`config.mk`:
```
export PLATFORM = sky130hd
export DESIGN_NAME = instr_fetch_ctrl
export DESIGN_NICKNAME = d
export VERILOG_FILES = /design/src/rtl/proc_pkg.sv /design/src/rtl/fetch_lat_counter.sv /design/src/rtl/instr_fetch_ctrl.sv
export SDC_FILE = /design/constraint.sdc
export NUM_CORES = 1
export LEC_CHECK = 0
export CAP_MARGIN = 20
export CORE_ASPECT_RATIO = 0.7
export CORE_MARGIN = 2
export CORE_UTILIZATION = 50
export DETAILED_ROUTE_END_ITERATION = 10
export PLACE_DENSITY_LB_ADDON = 0.05
export SYNTH_ARGS = -nofsm -noshare
export SYNTH_HDL_FRONTEND = slang
export SYNTH_SLANG_ARGS = --single-unit
```
`constraint.sdc`:
```
create_clock -name clk -period 4.7 [get_ports clk]
set_clock_uncertainty 0.1 [all_clocks]
set_input_delay 0.47 -clock clk [delete_from_list [all_inputs] [get_ports clk]]
set_output_delay 0.47 -clock clk [all_outputs]
set_load 0.1 [all_outputs]
```
`src/rtl/proc_pkg.sv`:
```
// Shared fetch-stage definitions: state encoding, instruction width, pc step.
package proc_pkg;

  localparam int INSTR_W = 32;
  localparam logic [31:0] PC_INC = 32'd4;

  typedef enum logic [1:0] {
    FETCH_WAIT = 2'd0,
    HOLD       = 2'd1,
    DONE       = 2'd2
  } fetch_state_e;

  // Word-align an address; the fetch pc never carries byte offsets.
  function automatic logic [31:0] align_pc(input logic [31:0] a);
    return a & ~32'd3;
  endfunction

endpackage

```
`src/rtl/fetch_lat_counter.sv`:
```
// Read-latency down-counter: reloads to RD_LAT-1, counts down to zero and holds.
module fetch_lat_counter #(
  parameter int unsigned RD_LAT = 2
) (
  input  logic clk,
  input  logic reset,
  input  logic load,
  input  logic dec,
  output logic zero
);

  localparam logic [3:0] LOAD_VAL = 4'(RD_LAT - 1);

  logic [3:0] count_reg;

  always_ff @(posedge clk or posedge reset) begin
    if (reset) begin
      count_reg <= LOAD_VAL;
    end else if (load) begin
      count_reg <= LOAD_VAL;
    end else if (dec && (count_reg != 4'd0)) begin
      count_reg <= count_reg - 4'd1;
    end
  end

  assign zero = (count_reg == 4'd0);

endmodule

```
`src/rtl/instr_fetch_ctrl.sv`:
```
// Single-outstanding instruction fetch controller with redirect and program end.
// Optional FETCH_INSTR_COUNT_EN adds an instr_count output of accepted instructions.
module instr_fetch_ctrl
  import proc_pkg::*;
#(
  parameter int unsigned RD_LAT   = 2,
  parameter logic [31:0] RESET_PC = 32'd0,
  parameter logic [31:0] END_ADDR = 32'd20
) (
  input  logic               clk,
  input  logic               reset,
  output logic [31:0]        imem_addr,
  input  logic [INSTR_W-1:0] imem_instr,
  output logic [INSTR_W-1:0] instr,
  output logic [31:0]        instr_pc,
  output logic               instr_valid,
  input  logic               instr_ready,
  input  logic               redir_valid,
  input  logic [31:0]        redir_pc,
  output logic               done
`ifdef FETCH_INSTR_COUNT_EN
  ,
  output logic [31:0]        instr_count
`endif
);

  fetch_state_e       state_reg, state_next;
  logic [31:0]        pc_reg, pc_next, pc_inc;
  logic [INSTR_W-1:0] instr_reg;
  logic [31:0]        instr_pc_reg;
  logic               cnt_load, cnt_dec, cnt_zero;
  logic               capture, handshake;

  fetch_lat_counter #(
    .RD_LAT(RD_LAT)
  ) u_lat (
    .clk  (clk),
    .reset(reset),
    .load (cnt_load),
    .dec  (cnt_dec),
    .zero (cnt_zero)
  );

  assign pc_inc    = pc_reg + PC_INC;
  assign handshake = (state_reg == HOLD) && instr_ready;
  assign cnt_dec   = (state_reg == FETCH_WAIT) && !redir_valid;

  always_ff @(posedge clk or posedge reset) begin
    if (reset) begin
      state_reg    <= FETCH_WAIT;
      pc_reg       <= RESET_PC;
      instr_reg    <= '0;
      instr_pc_reg <= '0;
    end else begin
      state_reg <= state_next;
      pc_reg    <= pc_next;
      if (capture) begin
        instr_reg    <= imem_instr;
        instr_pc_reg <= pc_reg;
      end
    end
  end

  // A redirect overrides everything, including a handshake in the same cycle.
  always_comb begin
    state_next = state_reg;
    pc_next    = pc_reg;
    cnt_load   = 1'b0;
    capture    = 1'b0;
    if (redir_valid) begin
      pc_next    = align_pc(redir_pc);
      state_next = FETCH_WAIT;
      cnt_load   = 1'b1;
    end else begin
      case (state_reg)
        FETCH_WAIT: begin
          if (pc_reg >= END_ADDR) begin
            state_next = DONE;
          end else if (cnt_zero) begin
            capture    = 1'b1;
            state_next = HOLD;
          end
        end
        HOLD: begin
          if (handshake) begin
            pc_next    = pc_inc;
            cnt_load   = 1'b1;
            state_next = (pc_inc >= END_ADDR) ? DONE : FETCH_WAIT;
          end
        end
        default: state_next = state_reg;
      endcase
    end
  end

  always_comb begin
    imem_addr   = pc_reg;
    instr       = instr_reg;
    instr_pc    = instr_pc_reg;
    instr_valid = (state_reg == HOLD);
    done        = (state_reg == DONE);
  end

`ifdef FETCH_INSTR_COUNT_EN
  logic [31:0] count_reg;

  always_ff @(posedge clk or posedge reset) begin
    if (reset) begin
      count_reg <= '0;
    end else if (handshake) begin
      count_reg <= count_reg + 32'd1;
    end
  end

  assign instr_count = count_reg;
`endif

endmodule

```
==> reports/results.txt, run 1 <==
Vias/cell - 5.422
vias in the first global route - 3882
Die X - 122.9 um
reg-to-reg startpoint - imem_addr[3]
setup bufs post-CTS - 0
antenna-violating nets left - 0
Warnings, synthesis - 0
first-pass GRT wire length - 19520 um
max_slew headroom - 0.3249
Final min period - 3.295 ns
post-detail-place hpwl - 8654 um
Post-CTS Hold Buffers - 0
CTS Sinks - 98
H-tree depth - 3
CTS tree - done
CP delay by family, top - simple AND/OR/NAND/NOR gates
Chip Height - 87.26 um
crit path kind - flop to flop
worst hold-check path type - flop to flop
Hold Crit Start - instr[31]
Worst EP required - 4.82 ns
Post-Syn Area - 0.004951 sq mm
gpl congestion - 0.9251
final setup violation count - 0
clock buffer count from CTS - 9
proportion of layout cells with a drive suffix above 1 - 0.06362
IO Pins - 166
initial antenna violation count - 0
top post-synthesis cells by area - dfrtp_1 49%, mux2_1 7.7%, xnor2_1 4.4%
Placeable Area - 0.009647 sq mm
ys async rst share - 1.000
Die Area - 0.01073 sq mm
Buf/Inv on CP - 2
clock buffer depth - 2
FF-to-FF setup slack - 1.40 ns
Post-synth EDFFs - 0
DRT Pass-1 Iters - 5
gr ovfl total - 0
post-synth top area share - 0.4903
Worst Hold Depth - 1
Crit Path Max Fanout - 45
Fin Hold WS - 0.3850 ns
Critical Path, Cell by Cell - inv_1 -> ha_1 -> nand2b_1 -> a2111oi_0 -> and4bb_1 -> and3_2 -> buf_4 -> nor2b_1
Yosys reg bits - 98
RSZ-0062 raised after global routing - no
routed wire length - 12250 um
DRC - 0
Design Power - 2077 uW
hold worst-path end - instr[31]
Starting DRT DRC Count - 241
root buffer cell - clkbuf_16
outcome - finished, final reports clean
Initial Util - 0.5132
R2R depth - 8
Final Hold Viols - 0
CP Capture Type - flop
max reg flops - 32
buffers added on ports - 159
Vias - 4018
Startpoint Class - flop
leading area contributor after synthesis - dfrtp_1
row cnt - 30
Fmax - 303.5 MHz
largest net degree at the start of global routing - 68
most numerous cell in the Yosys netlist - dfrtp_1
Clk Latency, worst-skew pair - 0.34 ns
critical path's largest stage delay - 0.87 ns
Avg WL per Cell - 16.53 um
synthesized area per cell - 10.60 sq um
Yosys cell types - 61
Final Max Tran Viols - 0
dominant synthesized flop cell - dfrtp_1
P_leak - 0.002898 uW
Fillers - 724
Slowest-stage cell, CP - and3_2
reg2reg end - instr_pc[27]
total track usage - 0.2352
period utilization - 0.7011
area grow syn2layout - 37.48%
Worst-path clk slew - 0.07 ns
Post-synth top cells - 97 x dfrtp_1, 54 x nand2_1, 34 x mux2_1
worst vdd ir - 0.0002547 V
worst slew pin tran - 1.009 ns
fin nets - 681
CP arrival - 3.42 ns
setup TNS - 0 ns
Gate Count Post-Synth - 467
Seq/Total Area, Yosys - 0.4956
max-cap viol count - 0
Resized cells post-CTS - 0
Pwr Density - 305.2 mW/mm^2
number of diodes - 0
-- logic make-up after synthesis --
logic type,synth area share
AO/OA/AOI/OAI,0.07860
AND/OR/NAND/NOR,0.2012
flip-flops,0.4956
XOR/XNOR,0.07961
adder cells (fa/ha/maj),0.01264
other,0.0007574
multiplexers,0.08163
buffers and inverters,0.05004
-- cell usage in the layout (no fill, tap or decap), drive strengths merged, types with 2 or more instances in the layout --
cell,n
a21oi,4
nor3,18
a41oi,3
ha,5
clkbuf,9
nor4,11
nand3,17
xnor2,25
a311oi,2
clkinv,5
or3,4
mux2,35
nor2,21
and3,6
conb,4
nand4,9
and4,3
buf,3
nand2,54
or4,2
xor2,20
inv,10
clkdlybuf4s50,158
o21ai,34
dfrtp,97
a2111oi,4
nor2b,31
-- worst register-to-register path, stage by stage (launching register included) --
cell and delay [ns]:
dfrtp_1 0.53, inv_1 0.13, ha_1 0.20, nand2b_1 0.14
a2111oi_0 0.46, and4bb_1 0.30, and3_2 0.87, buf_4 0.37
nor2b_1 0.08
-- per-stage QoR --
step | worst slack, ns | instances | cell area (sq um) | utilization
4_1_cts | 1.405 | 741 | 6807 | 0.7056
6_report | 1.405 | 741 | 6807 | 0.7056
3_3_place_gp | 1.495 | 725 | 6510 | 0.6748
5_1_grt | 1.158 | 741 | 6807 | 0.7056
2_1_floorplan | 1.391 | 470 | 4962 | -
3_5_place_dp | 1.452 | 725 | 6510 | 0.6748
-- cell type report --
class                   count  area, sq um  share of cell area
multi-input cells         330         2262              0.3324
inverters                   8        32.53            0.004779
repair buffers            161         1602              0.2353
flip-flops and latches     98         2454              0.3605
clock inverters             7        71.32             0.01048
clock buffers               9        225.2             0.03309
well taps                 128        160.2             0.02353
-- metal layers --
layer	vias to the layer above	GRT usage	share of wire
li1	1903	-	-
met1	1944	0.3347	0.45
met2	161	0.3591	0.46
met3	10	0.05825	0.086
met4	0	0.06374	0.0078
met5	-	0	0
-- worst max-delay path by stage --
stage	start	end	slack, ns	depth (start not counted)
after global routing	imem_addr[3]	instr_pc[18]	1.16	8
after floorplan	state_reg[0]	imem_addr[16]	1.39	6
after detailed placement	imem_addr[3]	instr_pc[15]	1.45	8
after CTS	imem_addr[3]	instr_pc[15]	1.40	8
after global placement	imem_addr[3]	instr_pc[27]	1.50	8
final	imem_addr[3]	instr_pc[27]	1.40	8
-- report_power, final --
part / total, uW / switching [uW] / internal [uW]
sequential: 933 / 64.6 / 868
clock: 730 / 356 / 374
combinational: 415 / 280 / 135
(Power assumes the default switching activity.)
==> inputs of run 2 (changes only) <==
--- a/config.mk
+++ b/config.mk
@@ -8,7 +8,7 @@
 export CAP_MARGIN = 20
 export CORE_ASPECT_RATIO = 0.7
 export CORE_MARGIN = 2
-export CORE_UTILIZATION = 50
+export CORE_UTILIZATION = 46
 export DETAILED_ROUTE_END_ITERATION = 10
 export PLACE_DENSITY_LB_ADDON = 0.05
 export SYNTH_ARGS = -nofsm -noshare
==> constraint.sdc (replaced) <==
create_clock -name clk -period 3.06 [get_ports clk]
set_clock_uncertainty 0.1 [all_clocks]
set_input_delay 0.306 -clock clk [delete_from_list [all_inputs] [get_ports clk]]
set_output_delay 0.306 -clock clk [all_outputs]
set_load 0.1 [all_outputs]
==> reports/results.txt, run 2 (same netlist as run 1, synthesis figures left out) <==
Post-CTS Hold Buffers - 0
crit path kind - flop to flop
Fmax - 352.4 MHz
crit path to - instr[11]
Clock power frac - 0.380
Chip Height - 90.80 um
Vias - 3948
CP Capture Type - flop
most common cell after layout, fill and taps aside - buf_4
final core utilization - 0.6424
area grow syn2layout - 34.87%
Final Hold Viols - 0
clock buffer depth - 2
outcome - finished, final reports clean
fin nets - 686
row cnt - 31
worst slew pin tran - 0.6760 ns
Multi-input gate area - 0.002265 sq mm
FF-to-FF setup slack - 0.22 ns
CP arrival - 2.96 ns
register area - 0.002454 sq mm
Vias/cell - 5.264
DRC - 0
Int Pwr - 2265 uW
Final Cell Area - 0.006678 sq mm
Final Worst Setup Slack - 0.2226 ns
gpl congestion - 0.8789
Crit Path Max Fanout - 62
Placeable Area - 0.01040 sq mm
CTS Sinks - 98
post-detail-place hpwl - 8770 um
reg-to-reg startpoint - imem_addr[3]
max reg flops - 32
vias in the first global route - 3834
Die Area - 0.01162 sq mm
Pwr Density - 497.9 mW/mm^2
buffers added on ports - 159
Startpoint Class - flop
Setup WS pre-CTS - 0.1984 ns
met2 usage - 0.3097
Starting DRT DRC Count - 225
Final min period - 2.837 ns
H-tree depth - 3
R2R depth - 8
Worst-path clk slew - 0.07 ns
final setup violation count - 0
max-cap viol count - 0
Fillers - 888
worst vdd ir - 0.0004005 V
root buffer cell - clkbuf_16
P_leak - 0.003109 uW
NetSw - 1060 uW
clock buffer count from CTS - 9
Die X - 128 um
max_slew headroom - 0.5452
setup bufs post-CTS - 0
M3 GR Usage - 0.06576
antenna-violating nets left - 0
RSZ-0062 raised after global routing - no
switch share - 0.3188
Final Max Tran Viols - 0
gr ovfl total - 0
total track usage - 0.2177
proportion of layout cells with a drive suffix above 1 - 0.2249
Initial Util - 0.4763
number of diodes - 0
sequential share of power - 0.430
M1 GR Usage - 0.3219
total placed instance area - 0.006345 sq mm
initial antenna violation count - 0
Clk Latency, worst-skew pair - 0.35 ns
Gate power share - 0.190
routed wire length - 12160 um
most frequent cells in the layout - 99 x buf_4, 97 x dfrtp_1, 64 x clkdlybuf4s50_1, 54 x nand2_1, 34 x mux2_1
reg2reg end - instr[11]
first-pass GRT wire length - 20080 um
Critical path origin - imem_addr[3]
IO Pins - 166
Resized cells post-CTS - 0
DRT Pass-1 Iters - 4
global route hottest layer - met1
Avg WL per Cell - 16.22 um
period utilization - 0.9272
Worst EP required - 3.18 ns
largest net degree at the start of global routing - 67
setup TNS - 0 ns
CTS tree - done
worst hold-check path type - input port to asynchronous set/reset pin
## run 2: changes by cell type in the layout (fill, tap and decap cells not counted), sizes merged
cell           before  now
clkinvlp            0    1
bufinv              0    2
clkdlybuf4s50     158   64
buf                 3  102
clkinv              5    2
## run 2: metrics by stage
| stage | hold slack, ns | power [uW] | instances |
|---|---|---|---|
| 5_1_grt | 0.3553 | 3458 | 750 |
| 4_1_cts | 0.3157 | 3353 | 750 |
| 3_5_place_dp | 0.3763 | 2087 | 734 |
| 3_3_place_gp | 0.3688 | 2077 | 734 |
| 6_report | 0.2985 | 3325 | 750 |
| 2_1_floorplan | 0.3270 | 1896 | 470 |
## run 2: power by group through the flow
stage	Sequential, uW	Combinational, uW	Clock [uW]
6_report	1430	632	1260
5_1_grt	1440	673	1350
4_1_cts	1430	636	1290
3_5_place_dp	1450	634	0
3_3_place_gp	1450	627	0
2_1_floorplan	1660	231	0
## run 2: worst min path at each step
stage / to / slack (ns) / depth (start not counted)
4_1_cts: imem_addr[28] / 0.32 / 2
3_5_place_dp: instr[0] / 0.38 / 1
6_report: instr_pc[12] / 0.30 / 2
3_3_place_gp: instr[11] / 0.37 / 1
5_1_grt: instr_pc[7] / 0.36 / 2
2_1_floorplan: imem_addr[10] / 0.33 / 2
## run 2: critical path, stage by stage, from the launching register on
cell and delay, ns:
dfrtp_1 0.50, inv_1 0.13, ha_1 0.19, nand2b_1 0.13, a2111oi_0 0.48, and4bb_1 0.30
and3_2 0.21, buf_12 0.28, mux2_1 0.37
## run 2: layer usage
layer | share of wire | wire, um
met1 | 0.47 | 5755
met2 | 0.43 | 5182
met3 | 0.089 | 1078
met4 | 0.012 | 147
met5 | 0 | 0
## run 2: cell type report
type	instances	area share
clock buffers	9	0.03373
well taps	132	0.02473
clock inverters	7	0.01611
flip-flops and latches	98	0.3674
repair buffers	166	0.2140
multi-input cells	330	0.3391
inverters	8	0.004872
==> RTL edit (settings of run 2) <==
Change the package constant `INSTR_W` from 32 to 36.
--- a/src/rtl/proc_pkg.sv
+++ b/src/rtl/proc_pkg.sv
@@ -2,5 +2,5 @@
 package proc_pkg;
 
-  localparam int INSTR_W = 32;
+  localparam int INSTR_W = 36;
   localparam logic [31:0] PC_INC = 32'd4;
 
Ports: changed (resized imem_instr and instr); port bits go from 166 to 174. The function was not compared with the original's and may differ.
==> RTL edit against run 2 <==
- power up 1.2%
- sequential power rose by 3%
- sequential cell count increased by 4
- wire length up 8.7%
- utilization is essentially flat
- worst setup slack lost 0.13 ns
- cell area rose by 4.8%
- worst hold slack improved by 0.047 ns
- combinational power increased by 6.0%
- synthesized area up 3.0%
- die area is 2.9% higher
- via count rose by 3.1%
==> RTL edit: results (changes against run 2) <==
[run_status]
outcome=complete, no violations

[critical_path]
arrival_ns=3.08  ; +0.12 ns
crit_fanout=9  ; -85%
max_stage_delay_ns=0.75  ; +0.25 ns
slowest_stage=a2111oi_0
crit_family=compound AO/OA/AOI/OAI gates

[pwr]
pwr.group.combinational_mw=0.670  ; +6.0%
p_switching_mw=1.10  ; +3.7%
sw_frac_of_total=0.327  ; +0.00807
p_leak_nw=3.28  ; +5.4%
ir_drop_mv=0.292  ; -27%
seq-power_mw=1.47  ; +3%

[logic_synthesis]
yosys-top-cells-count=dfrtp_1 (101), nand2_1 (50), nor2b_1 (32)
synth_ff_type=dfrtp_1
synth.distinct_cells=57  ; -6.6%
yosysSeqAreaShare=0.501  ; +0.00516
yosys_warnings=0  ; unchanged
async_flop_share=1.00  ; unchanged
yosys-top-cells-area=dfrtp_1 (50%), mux2_2 (5.7%), nor2b_1 (3.9%), nand2_1 (3.7%), xor2_1 (3.4%)
syn_inst=472  ; +1.1%

[global_route]
grt_max_degree=53  ; -21%
grt_pass1_wl_um=21300  ; +6.2%
grt_pass1_vias=4058  ; +5.8%
antenna_found_initial=0  ; unchanged
grt_use_total=0.230  ; +0.0120

[cts]
cts-root-buf=clkbuf_16
cts.reportedPaths.clkPinSlew_ns=0.08
cts-resized-gates=0  ; unchanged
post-cts-setup-buffers=0  ; unchanged
htreeDepth=3  ; unchanged
clk_latency_ns=0.35  ; about the same
clk_path_buf_depth=2  ; unchanged
cts_made_buffers=9  ; unchanged

[hold_path]
hp-class=input pin to async pin

[layout]
nets=711  ; +3.6%
fin_cells=792  ; +5.6%
n_antenna_cell=0  ; unchanged
drive_above_1_share=0.285  ; +0.0599
nFillCells=917  ; +3.3%
largest_reg_flops=36  ; +13%

[placed_design]
dp.cells=776  ; +5.7%
place.gp.congestion=0.994  ; +13%
port_buffers=167  ; +5.0%
preCtsSetupSlack_ns=0.280  ; +0.0819 ns
place.detailed.hpwl_um=9860  ; +12%

[detailed_routing]
drt_iter0_markers=306  ; +36%
vias_per_cell=5.14  ; -2.3%
drt_first_pass_iters=5  ; +1
wl_per_cell_um=16.7  ; +3.0%

[timing]
slew_headroom=0.440  ; -0.105

## RTL edit: layout make-up
| type | count | area [um^2] | share of cell area |
|---|---|---|---|
| tap | 153 | 191 | 0.0273 |
| timing repair buffer | 182 | 1580 | 0.225 |
| clock buffer | 9 | 225 | 0.0322 |
| inverter | 10 | 41.3 | 0.00590 |
| sequential | 102 | 2550 | 0.365 |
| clock inverter | 7 | 100 | 0.0143 |
| multi-input combinational | 329 | 2310 | 0.330 |
## RTL edit: kinds of logic (layout without fill, tap and decap cells)
kind of cell,Yosys count,count (layout),share of synthesized area
AOI/OAI and AO/OA,61,61,0.0758
xor gates and xnor gates,39,39,0.0670
adders and majority gates,5,5,0.0123
buffers and inverters,44,208,0.0486
DFF,102,102,0.501
muxes,42,42,0.0994
other,1,4,0.000735
and+or+nand+nor,178,178,0.196
## RTL edit: final timing paths
kind                            depth (start not counted)      endpoint         start  slack (ns)
worst max-delay path                                    8  state_reg[1]  imem_addr[2]         0.1
worst min-delay path                                    2  imem_addr[6]         reset        0.35
worst max register to register                          8  state_reg[1]  imem_addr[2]         0.1
worst min register to register                          1     instr[21]     instr[21]        0.40
max in group asynchronous                               3      instr[0]         reset        1.79
min in group clk                                        1     instr[21]     instr[21]        0.40
## RTL edit: metal layers
metal | vias up | global-route usage | share of wire
met3 | 7 | 0.0916 | 0.10
met2 | 184 | 0.312 | 0.42
met1 | 1936 | 0.341 | 0.47
met5 | - | 0 | 0
met4 | 0 | 0.0547 | 0.0065
li1 | 1945 | - | -
## RTL edit: through the flow
step                hold WS [ns]  cell area, um^2
global placement           0.368             6680
floorplan                  0.327             5120
finish                     0.345             7000
detailed placement         0.386             6680
global route               0.410             7000
CTS                        0.375             7000
